**config.mk**
```make
export PLATFORM = sky130hd
export DESIGN_NAME = prng_rr_server
export DESIGN_NICKNAME = d
export VERILOG_FILES = /design/src/rtl/prng_rr_server.sv
export SDC_FILE = /design/constraint.sdc
export NUM_CORES = 1
export LEC_CHECK = 0
export BUFFER_PORTS_ARGS = -buffer_cell sky130_fd_sc_hd__clkbuf_2
export CORE_UTILIZATION = 55
export CTS_BUF_LIST = sky130_fd_sc_hd__clkbuf_8 sky130_fd_sc_hd__clkbuf_16
export DETAILED_ROUTE_END_ITERATION = 6
export GPL_ROUTABILITY_DRIVEN = 0
export PLACE_DENSITY = 0.95
export SLEW_MARGIN = 10
export SYNTH_ARGS = -nofsm -noshare
export SYNTH_HDL_FRONTEND = slang
export SYNTH_SLANG_ARGS = --single-unit
```
**constraint.sdc**
```tcl
create_clock -name clk -period 5.14 [get_ports clk]
set_clock_uncertainty 0.2 [all_clocks]
set_input_delay 0.257 -clock clk [delete_from_list [all_inputs] [get_ports clk]]
set_output_delay 0.257 -clock clk [all_outputs]
set_load 0.02 [all_outputs]
```
**src/rtl/prng_rr_server.sv**
```systemverilog
// Round-robin server that shares one 32-bit PRNG among NREQ requesters.
// Each grant issues one gen strobe, captures prng_q on gen_end and acks the winner.
module prng_rr_server #(
   parameter int NREQ    = 4,
   parameter int TIMEOUT = 8
) (
   input  logic            clk,
   input  logic            rstn,
   input  logic [NREQ-1:0] req,
   output logic [NREQ-1:0] ack,
   output logic [31:0]     rnd_data,
   output logic            busy,
   output logic            err_timeout,
   output logic            err_zero,
   output logic [15:0]     serve_cnt,
   output logic            prng_gen,
   input  logic [31:0]     prng_q,
   input  logic            prng_gen_end
);

   localparam int PW = $clog2(NREQ);

   typedef enum logic [1:0] {S_IDLE, S_GEN, S_WAIT, S_ACK} state_t;

   state_t            r_state, w_state_nxt;
   logic [PW-1:0]     r_gnt, w_gnt_nxt;
   logic [PW-1:0]     r_ptr, w_ptr_nxt;
   logic [7:0]        r_wcnt, w_wcnt_nxt;
   logic [NREQ-1:0]   r_ack, w_ack_nxt;
   logic [31:0]       r_rnd, w_rnd_nxt;
   logic              r_busy, w_busy_nxt;
   logic              r_tmo, w_tmo_nxt;
   logic              r_errz, w_errz_nxt;
   logic [15:0]       r_cnt, w_cnt_nxt;
   logic              r_gen, w_gen_nxt;

   logic              w_found;
   logic [PW-1:0]     w_win;
   int                w_j;
   logic [7:0]        w_wcnt_inc;

   function automatic logic [PW-1:0] f_next_ptr(input logic [PW-1:0] g);
      return (int'(g) == NREQ - 1) ? '0 : g + 1'b1;
   endfunction

   // First asserted request at or after r_ptr, wrapping modulo NREQ
   always_comb begin
      w_found = 1'b0;
      w_win   = '0;
      w_j     = 0;
      for (int i = 0; i < NREQ; i++) begin
         w_j = int'(r_ptr) + i;
         if (w_j >= NREQ) w_j = w_j - NREQ;
         if (!w_found && req[w_j]) begin
            w_found = 1'b1;
            w_win   = PW'(w_j);
         end
      end
   end

   assign w_wcnt_inc = r_wcnt + 8'd1;

   always_comb begin
      w_state_nxt = r_state;
      w_gnt_nxt   = r_gnt;
      w_ptr_nxt   = r_ptr;
      w_wcnt_nxt  = r_wcnt;
      w_rnd_nxt   = r_rnd;
      w_errz_nxt  = r_errz;
      w_cnt_nxt   = r_cnt;
      w_ack_nxt   = '0;
      w_gen_nxt   = 1'b0;
      w_tmo_nxt   = 1'b0;
      case (r_state)
         S_IDLE: begin
            if (w_found) begin
               w_gnt_nxt   = w_win;
               w_gen_nxt   = 1'b1;
               w_state_nxt = S_GEN;
            end
         end
         S_GEN: begin
            w_wcnt_nxt  = '0;
            w_state_nxt = S_WAIT;
         end
         S_WAIT: begin
            // A completion in the same cycle as the timeout takes priority
            if (prng_gen_end) begin
               w_rnd_nxt            = prng_q;
               w_errz_nxt           = r_errz | (prng_q == 32'd0);
               w_ack_nxt[r_gnt]     = 1'b1;
               w_state_nxt          = S_ACK;
            end else if (w_wcnt_inc == 8'(TIMEOUT)) begin
               w_tmo_nxt   = 1'b1;
               w_ptr_nxt   = f_next_ptr(r_gnt);
               w_wcnt_nxt  = w_wcnt_inc;
               w_state_nxt = S_IDLE;
            end else begin
               w_wcnt_nxt  = w_wcnt_inc;
            end
         end
         S_ACK: begin
            w_cnt_nxt   = r_cnt + 16'd1;
            w_ptr_nxt   = f_next_ptr(r_gnt);
            w_state_nxt = S_IDLE;
         end
         default: w_state_nxt = S_IDLE;
      endcase
      w_busy_nxt = (w_state_nxt != S_IDLE);
   end

   always_ff @(posedge clk) begin
      if (!rstn) begin
         r_state <= S_IDLE;
         r_gnt   <= '0;
         r_ptr   <= '0;
         r_wcnt  <= '0;
         r_ack   <= '0;
         r_rnd   <= '0;
         r_busy  <= 1'b0;
         r_tmo   <= 1'b0;
         r_errz  <= 1'b0;
         r_cnt   <= '0;
         r_gen   <= 1'b0;
      end else begin
         r_state <= w_state_nxt;
         r_gnt   <= w_gnt_nxt;
         r_ptr   <= w_ptr_nxt;
         r_wcnt  <= w_wcnt_nxt;
         r_ack   <= w_ack_nxt;
         r_rnd   <= w_rnd_nxt;
         r_busy  <= w_busy_nxt;
         r_tmo   <= w_tmo_nxt;
         r_errz  <= w_errz_nxt;
         r_cnt   <= w_cnt_nxt;
         r_gen   <= w_gen_nxt;
      end
   end

   assign ack         = r_ack;
   assign rnd_data    = r_rnd;
   assign busy        = r_busy;
   assign err_timeout = r_tmo;
   assign err_zero    = r_errz;
   assign serve_cnt   = r_cnt;
   assign prng_gen    = r_gen;

endmodule

```
# Word-level counts from Yosys, hierarchy flattened
# Index checks and enable logic that the tools add are counted.
word_totals:
  ff_bits: 70
  input_bits: 39
  output_inout_bits: 56
  word_cells: 98
op_classes:
  addsub: 10
  order_cmp: 10
  eq_ne: 7
  muxes: 38
  bitwise_logic: 3
  n_reduce_logical: 19
op_table:
  columns: ["op", "n"]
  rows:
  - ["32-bit by 4-bit < comparator with 1-bit output, second input constant", 4]
  - ["32-bit 2-to-1 mux", 4]
  - ["32-bit zero test", 1]
  - ["2-bit 2-to-1 mux", 10]
  - ["16-bit by 1-bit adder with 16-bit output, second input constant", 1]
  - ["8-bit case mux with 2 select lines", 1]
  - ["1-bit 2-to-1 mux", 15]
  - ["3-bit by 3-bit subtractor with 4-bit output, second input constant", 3]
  - ["3-bit greater-or-equal comparator, second input constant", 3]
  - ["8-bit by 1-bit adder with 8-bit output, second input constant", 1]
  - ["1-bit binary-select mux with 2-bit select", 4]
  - ["8-bit by 4-bit == test with 1-bit output, second input constant", 1]
  - ["8-bit 2-to-1 mux", 1]
  - ["2-bit case mux with 4 select lines", 1]
  - ["2-bit AND reduction", 4]
  - ["2-bit by 2-bit adder with 3-bit output, second input constant", 2]
  - ["3-bit AND reduction", 2]
  - ["2-bit nonzero test", 3]
  - ["2-bit by 1-bit == test with 1-bit output, second input constant", 2]
  - ["2-bit == test, second input constant", 2]
  - ["1-bit logical AND", 4]
  - ["2-bit inequality test, second input constant", 2]
  - ["2-bit case mux with 2 select lines", 1]
  - ["2-bit by 3-bit subtractor with 4-bit output, second input constant", 1]
  - ["other kinds (11)", 14]

# Logic depth before layout (Yosys ltp)
# Gate-level depths: netlist (run 1).
logic_depth:
  word_depth: 18
  ltp_mapped: 8
  ltp_nobuf: 6

# Worst setup path after synthesis (run 1)
# OpenSTA, ideal clock, no wires.
synth_timing:
  path_type: "reg2reg"
  startpoint: "register r_wcnt[0]"
  endpoint: "register r_busy, in the netlist busy"
  setup_time_ns: 0.120
  arrival_time_ns: 1.651
  required_ns: 4.820
  slack_ns: 3.169
  stages_incl_launch_ff: 7
  path_buffers: 0
  synth_period_minus_slack_ns: 1.971
  path_cell_list: "dfxtp_1 > ha_1 > or2b_1 > mux2_4 > nor4b_4 > a31oi_1 > or2_1"
synth_via:
  elab_chain_cells: 6
synth_lines:
  columns: ["element", "line", "source"]
  rows:
  - ["start, declared", "28", "logic [7:0] r_wcnt, w_wcnt_nxt;"]
  - ["start signal, assigned", "129", "r_wcnt <= w_wcnt_nxt;"]
  - ["8-bit by 1-bit adder with 8-bit output", "61", "assign w_wcnt_inc = r_wcnt + 8'd1;"]
  - ["8-bit by 4-bit == test with 1-bit output", "93", "end else if (w_wcnt_inc == 8'(TIMEOUT)) begin"]
  - ["2-bit 2-to-1 mux", "93", null]
  - ["2-bit 2-to-1 mux", "88", "if (prng_gen_end) begin"]
  - ["2-bit case mux with 4 select lines", "74", "case (r_state)"]
  - ["2-bit nonzero test", "109", "w_busy_nxt = (w_state_nxt != S_IDLE);"]
  - ["end signal, assigned", "132", "r_busy <= w_busy_nxt;"]
  - ["end, declared", "31", "logic r_busy, w_busy_nxt;"]
# No other way between the ends.
# A chain may end at the register's enable or synchronous reset.

# Final worst setup path (run 1)
layout_timing:
  startpoint: "register r_state[0]"
  endpoint: "register r_rnd[18], in the netlist rnd_data[18]"
layout_via:
  elab_chain_cells: 2
layout_lines:
  columns: ["element", "line", "source"]
  rows:
  - ["start, declared", "25", "state_t r_state, w_state_nxt;"]
  - ["start signal, assigned", "126", "r_state <= w_state_nxt;"]
  - ["2-bit == test", "74", null]
  - ["2-bit AND reduction (no source line)", null, null]
  - ["end signal, assigned", "131", "r_rnd <= w_rnd_nxt;"]
  - ["end, declared", "30", "logic [31:0] r_rnd, w_rnd_nxt;"]
# No other way between the ends.

==> results of run 1 <==
## layout make-up
cell class                 instances  area, um2  share of cell area
inverter                           8       30.0             0.00736
multi-input combinational        278       1560               0.382
timing repair buffer             127        798               0.196
sequential                        70       1400               0.343
clock buffer                       9        124              0.0304
tap                               70       87.6              0.0215
clock inverter                     7       80.1              0.0196
## state kept, by name, indices dropped and copies added (netlist names)
signal       flops
ack              4
rnd_data        32
r_ptr            2
r_gnt            2
r_wcnt           8
err_zero         1
prng_gen         1
r_state          2
serve_cnt       16
busy             1
err_timeout      1
## metrics by stage
stage / power, mW / area [um2] / util / hold WS (ns) / worst slack (ns)
2_1_floorplan: 0.664 / 3100 / - / 0.193 / 3.17
3_3_place_gp: 0.705 / 3550 / 0.675 / 0.242 / 2.71
3_5_place_dp: 0.711 / 3550 / 0.675 / 0.250 / 2.65
4_1_cts: 1.18 / 4080 / 0.774 / 0.0790 / 2.63
5_1_grt: 1.23 / 4080 / 0.774 / 0.106 / 2.59
6_report: 1.18 / 4080 / 0.774 / 0.108 / 2.75
## repair_timing
item                                    CTS  global route
gates resized for setup                   0             0
hold endpoints to repair                 32             0
endpoints found under the setup margin    0             0
hold buffers                             32             0
## power groups by stage
stage	logic, mW	clock network, mW	registers [mW]
after floorplan	0.0655	0	0.598
after global placement	0.114	0	0.591
after detailed placement	0.119	0	0.592
after CTS	0.139	0.461	0.579
after global routing	0.155	0.491	0.583
final	0.143	0.461	0.581
## critical path: cells and delay by family (launching register included)
kind            cells  cell delay [ns]
flops               1             0.69
compound gates      1             0.29
simple gates        3             1.08
## metal layers
| metal | vias to the layer above | global-route usage | wire length (um) | share of wire |
|---|---|---|---|---|
| li1 | 1527 | - | - | - |
| met1 | 1479 | 0.321 | 3260 | 0.38 |
| met3 | 48 | 0.0571 | 527 | 0.061 |
| met2 | 170 | 0.512 | 4370 | 0.50 |
| met4 | 0 | 0.204 | 512 | 0.059 |
| met5 | - | 0 | 0 | 0 |
## kinds of logic (layout without fill, tap and decap cells)
logic type	count (synthesis)	in the layout	synth area share
fa+ha+maj	7	7	0.0283
mux	7	7	0.0246
simple gates	182	182	0.279
compound gates	66	66	0.126
xor+xnor	16	16	0.0452
flops	70	70	0.452
buf+inv	31	151	0.0452
## worst paths after layout
path	start	end	slack, ns	cells past startpoint
setup / recovery	r_state[0]	rnd_data[18]	2.75	4
hold / removal	rstn	r_wcnt[5]	0.11	2
setup reg to reg	r_state[0]	rnd_data[18]	2.75	4
hold reg to reg	rnd_data[11]	rnd_data[11]	0.26	2
## cells in the mapped netlist, types with 5 or more instances
| cell type | number |
|---|---|
| clkbuf_1 | 14 |
| nand4_1 | 6 |
| and3_1 | 8 |
| buf_2 | 6 |
| nand2_1 | 83 |
| xnor2_1 | 6 |
| ha_1 | 7 |
| xor2_1 | 10 |
| a21oi_1 | 44 |
| nor4_1 | 13 |
| mux2i_1 | 5 |
| dfxtp_1 | 70 |
| o21a_1 | 5 |
| nand3_1 | 12 |
| inv_1 | 7 |
| nor2_1 | 34 |
==> flow_summary.yaml, run 1 <==
worst_setup_path:
  crit_chain: "nor2b_1 > nand2_1 > nand2_1 > a21oi_1"
  crit_path_max_incr_delay_ns: 0.81
  slowest_stage: "nand2_1"
  end_kind: "register"
  critical_path.most_common_cell: "nand2_1"
  cp_data_arrival_time_ns: 2.41
  worstPathRequired_ns: 5.16
  start_kind: "register"
  crit_type: "reg2reg"
  path_max_fanout: 32
final_layout:
  antenna-diode-count: 0
  area_growth_pct: 31.7
  drive_gt1_frac: 0.242
  n_fill_cell: 356
  final_common_cell: "clkbuf_2"
  instances_no_fill: 569
  fin_nets: 540
  layout_common_cells: "clkbuf_2, nand2_1, dfxtp_1"
logic_synthesis:
  synthArstFlopShare: 0
  yosysWarnings: 0
  synth_edf_count: 0
  synthFlopType: "dfxtp_1"
  synthDistinctLibCells: 47
  synth_seq_cells: 70
  synth_nets: 425
  synth_top_area_share: 0.452
  syn_area_um2: 3100
  avgSynthCellArea_um2: 8.18
  yosysTopAreaCell: "dfxtp_1"
  ys_seq_area_frac: 0.452
  synthCells: 379
  synthTopCellsByArea: "dfxtp_1, nand2_1, a21oi_1, nor2_1, ha_1"
route:
  ant_nets: 0
  vias: 3224
  drt_iter0_drc: 300
  vias_per_cell: 5.67
  dr.pass1.iters: 5
  wl_per_cell_um: 15.2
  drc: 0
  routed_wirelength_um: 8660
global_routing:
  antenna_found_initial: 0
  grt_max_degree: 42
  grt_use_total: 0.294
  grt_pass1_vias: 3084
  grt_pass1_wl_um: 14000
  overflow: 0
placement:
  io_buffers: 94
  dp_hpwl_um: 5230
  dp.cells: 521
cts:
  cts_tree: "done"
  clkSlewWorstSetupHoldPaths_ns: 0.09
  cts_max_level: 3
  insertion_delay_ns: 0.34
  numCtsBuffers: 9
  clockBufferDepth: 2
  cts-root-buf: "clkbuf_8"
  cts_sinks: 70
  post_cts_buffers: 0
worst_hold_path:
  hold_path_class: "in2reg"
timing:
  min_period_over_period: 0.465
  tns_ns: 0
  slew_viol_final: 0
  setup_viol: 0
  max_freq_mhz: 419
  finalHoldViolCount: 0
  rsz0062_at_grt: "no"
  maxSlewHeadroom: 0.264
  fin_crit_ns: 2.39
  tightest_slew_ns: 1.10
power_and_ir_drop:
  powerDensity_nw_per_um2: 290
  leakage_nw: 1.70
  power.internal_mw: 0.850
  p_clk_frac: 0.389
  combPwrFrac: 0.121
  switching_power_mw: 0.335
  ir_drop_mv: 0.288
  p_sw_frac: 0.283
  pwr-share-seq: 0.490
run:
  drv_cap: 0
floorplanning:
  core_area_um2: 5270
  die-width_um: 77.1
  io_pins: 95
  rows: 26
  die-area_um2: 5940
  die_h_um: 77.1
  initial_utilization: 0.588
run_status:
  status: "finished, final reports clean"
(Power assumes the default switching activity.)
==> run 2, diff against run 1 <==
--- a/config.mk
+++ b/config.mk
@@ -5,12 +5,13 @@
 export SDC_FILE = /design/constraint.sdc
 export NUM_CORES = 1
 export LEC_CHECK = 0
+export ABC_AREA = 1
 export BUFFER_PORTS_ARGS = -buffer_cell sky130_fd_sc_hd__clkbuf_2
-export CORE_UTILIZATION = 55
+export CORE_UTILIZATION = 46
 export CTS_BUF_LIST = sky130_fd_sc_hd__clkbuf_8 sky130_fd_sc_hd__clkbuf_16
 export DETAILED_ROUTE_END_ITERATION = 6
 export GPL_ROUTABILITY_DRIVEN = 0
-export PLACE_DENSITY = 0.95
+export PLACE_DENSITY = 0.85
 export SLEW_MARGIN = 10
 export SYNTH_ARGS = -nofsm -noshare
 export SYNTH_HDL_FRONTEND = slang
==> constraint.sdc (replaced) <==
create_clock -name clk -period 2.05 [get_ports clk]
set_clock_uncertainty 0.2 [all_clocks]
set_input_delay 0.1025 -clock clk [delete_from_list [all_inputs] [get_ports clk]]
set_output_delay 0.1025 -clock clk [all_outputs]
set_load 0.02 [all_outputs]
==> flow_summary.yaml, run 2 <==
placement:
  io_buffers: 94
  dp.cells: 618
  dp_hpwl_um: 5700
cts:
  clkSlewWorstSetupHoldPaths_ns: 0.08
  clockBufferDepth: 2
  cts-root-buf: "clkbuf_8"
  cts_tree: "done"
  numCtsBuffers: 9
  cts_max_level: 3
  cts_sinks: 70
  insertion_delay_ns: 0.34
  post_cts_buffers: 0
logic_synthesis:
  yosysTopAreaCell: "dfxtp_1"
  yosysWarnings: 0
  synthTopCellsByArea: "dfxtp_1, nor2_1, nand2_1, o21ai_0, inv_1"
  synthArstFlopShare: 0
  synth_edf_count: 0
  yosysMostFrequentCell: "nor2_1"
  synth_top_area_share: 0.438
  synth_seq_cells: 70
  syn_area_um2: 3200
  avgSynthCellArea_um2: 7.04
  synthCells: 455
  synth_common_cells: "nor2_1, nand2_1, dfxtp_1"
  synth_nets: 501
  synthDistinctLibCells: 31
  ys_seq_area_frac: 0.438
  synthFlopType: "dfxtp_1"
route:
  drc: 0
  dr.pass1.iters: 6
  wl_per_cell_um: 13.1
  vias_per_cell: 5.23
  ant_nets: 0
  routed_wirelength_um: 8740
  drt_iter0_drc: 179
  vias: 3490
global_routing:
  grt_use_total: 0.248
  grt_pass1_wl_um: 14300
  overflow: 0
  grt_max_degree: 33
  grt_pass1_vias: 3323
  antenna_found_initial: 0
floorplanning:
  io_pins: 95
  core_area_um2: 6760
  initial_utilization: 0.474
  rows: 30
  die-area_um2: 7300
  die-width_um: 85.4
  die_h_um: 85.4
power_and_ir_drop:
  p_clk_frac: 0.302
  pwr-share-seq: 0.457
  p_sw_frac: 0.338
  leakage_nw: 2.04
  combPwrFrac: 0.241
  powerDensity_nw_per_um2: 812
  ir_drop_mv: 0.435
  power.internal_mw: 2.28
  switching_power_mw: 1.17
timing:
  min_period_over_period: 0.921
  slew_viol_final: 0
  hold_ws_ns: 0.0296
  setup_viol: 0
  maxSlewHeadroom: 0.646
  tightest_slew_ns: 0.528
  finalHoldViolCount: 0
  fin_crit_ns: 1.89
  max_freq_mhz: 530
final_layout:
  antenna-diode-count: 0
  drive_gt1_frac: 0.235
  instances_no_fill: 667
  final_core_util: 0.629
  layout_common_cells: "nor2_1, clkbuf_2, nand2_1"
  area_growth_pct: 32.7
  largest_reg_flops: 32
  fin_nets: 628
  final_common_cell: "nor2_1"
worst_hold_path:
  hold_path_class: "in2reg"
worst_setup_path:
  start_kind: "register"
  path_max_fanout: 6
  worstPathRequired_ns: 2.08
  end_kind: "register"
  crit_type: "reg2reg"
  cp_data_arrival_time_ns: 1.92
run:
  drv_cap: 0
run_status:
  status: "finished, final reports clean"
## run 2: metal layers
layer  track usage  vias to the layer above  share of wire
met3        0.0807                       20          0.061
met1         0.277                     1622           0.42
li1              -                     1710              -
met4         0.133                        0          0.024
met2         0.420                      138           0.50
met5             0                        -              0
## run 2: logic make-up after synthesis
family,count (synthesis),synth area share
AOI/OAI and AO/OA,69,0.112
xor gates and xnor gates,6,0.0164
adders and majority gates,7,0.0273
buffers and inverters,59,0.0762
DFF,70,0.437
and+or+nand+nor,244,0.330
## run 2: layout make-up
type,instances,area [um2]
multi-input cells,326,1560
fillers,584,2510
flip-flops and latches,70,1410
repair buffers,132,838
inverters,43,161
well taps,80,100
clock inverters,5,32.5
clock buffers,11,151
## run 2: power groups by stage
stage / Combinational, mW / Clock (mW) / Sequential [mW]
2_1_floorplan: 0.419 / 0 / 1.69
3_3_place_gp: 0.731 / 0 / 1.59
3_5_place_dp: 0.762 / 0 / 1.60
4_1_cts: 0.818 / 1.06 / 1.57
5_1_grt: 0.920 / 1.12 / 1.59
6_report: 0.832 / 1.04 / 1.58
## run 2: worst paths after layout
path,cells after the start,from,to,slack [ns]
setup / recovery,8,r_wcnt[1],r_ptr[0],0.16
hold / removal,3,rstn,serve_cnt[11],0.03
setup reg to reg,8,r_wcnt[1],r_ptr[0],0.16
hold reg to reg,1,rnd_data[0],rnd_data[0],0.27
## run 2: repair_timing
action | in CTS | in global routing
endpoints found under the hold margin | 34 | 0
setup endpoints to repair | 0 | 8
resized for setup | 0 | 4
hold buffers | 33 | 0
## run 2: worst max-delay path: stages (launching register included)
cell,delay (ns)
dfxtp_1,0.42
ha_2,0.26
nand3_1,0.09
o21bai_1,0.15
nand2_1,0.08
nor2_1,0.20
nand4_2,0.15
a21oi_1,0.16
nor2_1,0.06
## run 2: per-stage QoR
stage               setup TNS [ns]  power, mW  setup slack [ns]  area [um2]
CTS                              0       3.45            0.0581        4240
floorplan                        0       2.11             0.241        3200
global route              -0.00791       3.63          -0.00791        4250
global placement                 0       2.32             0.208        3730
finish                           0       3.45             0.162        4250
detailed placement               0       2.36            0.0603        3730
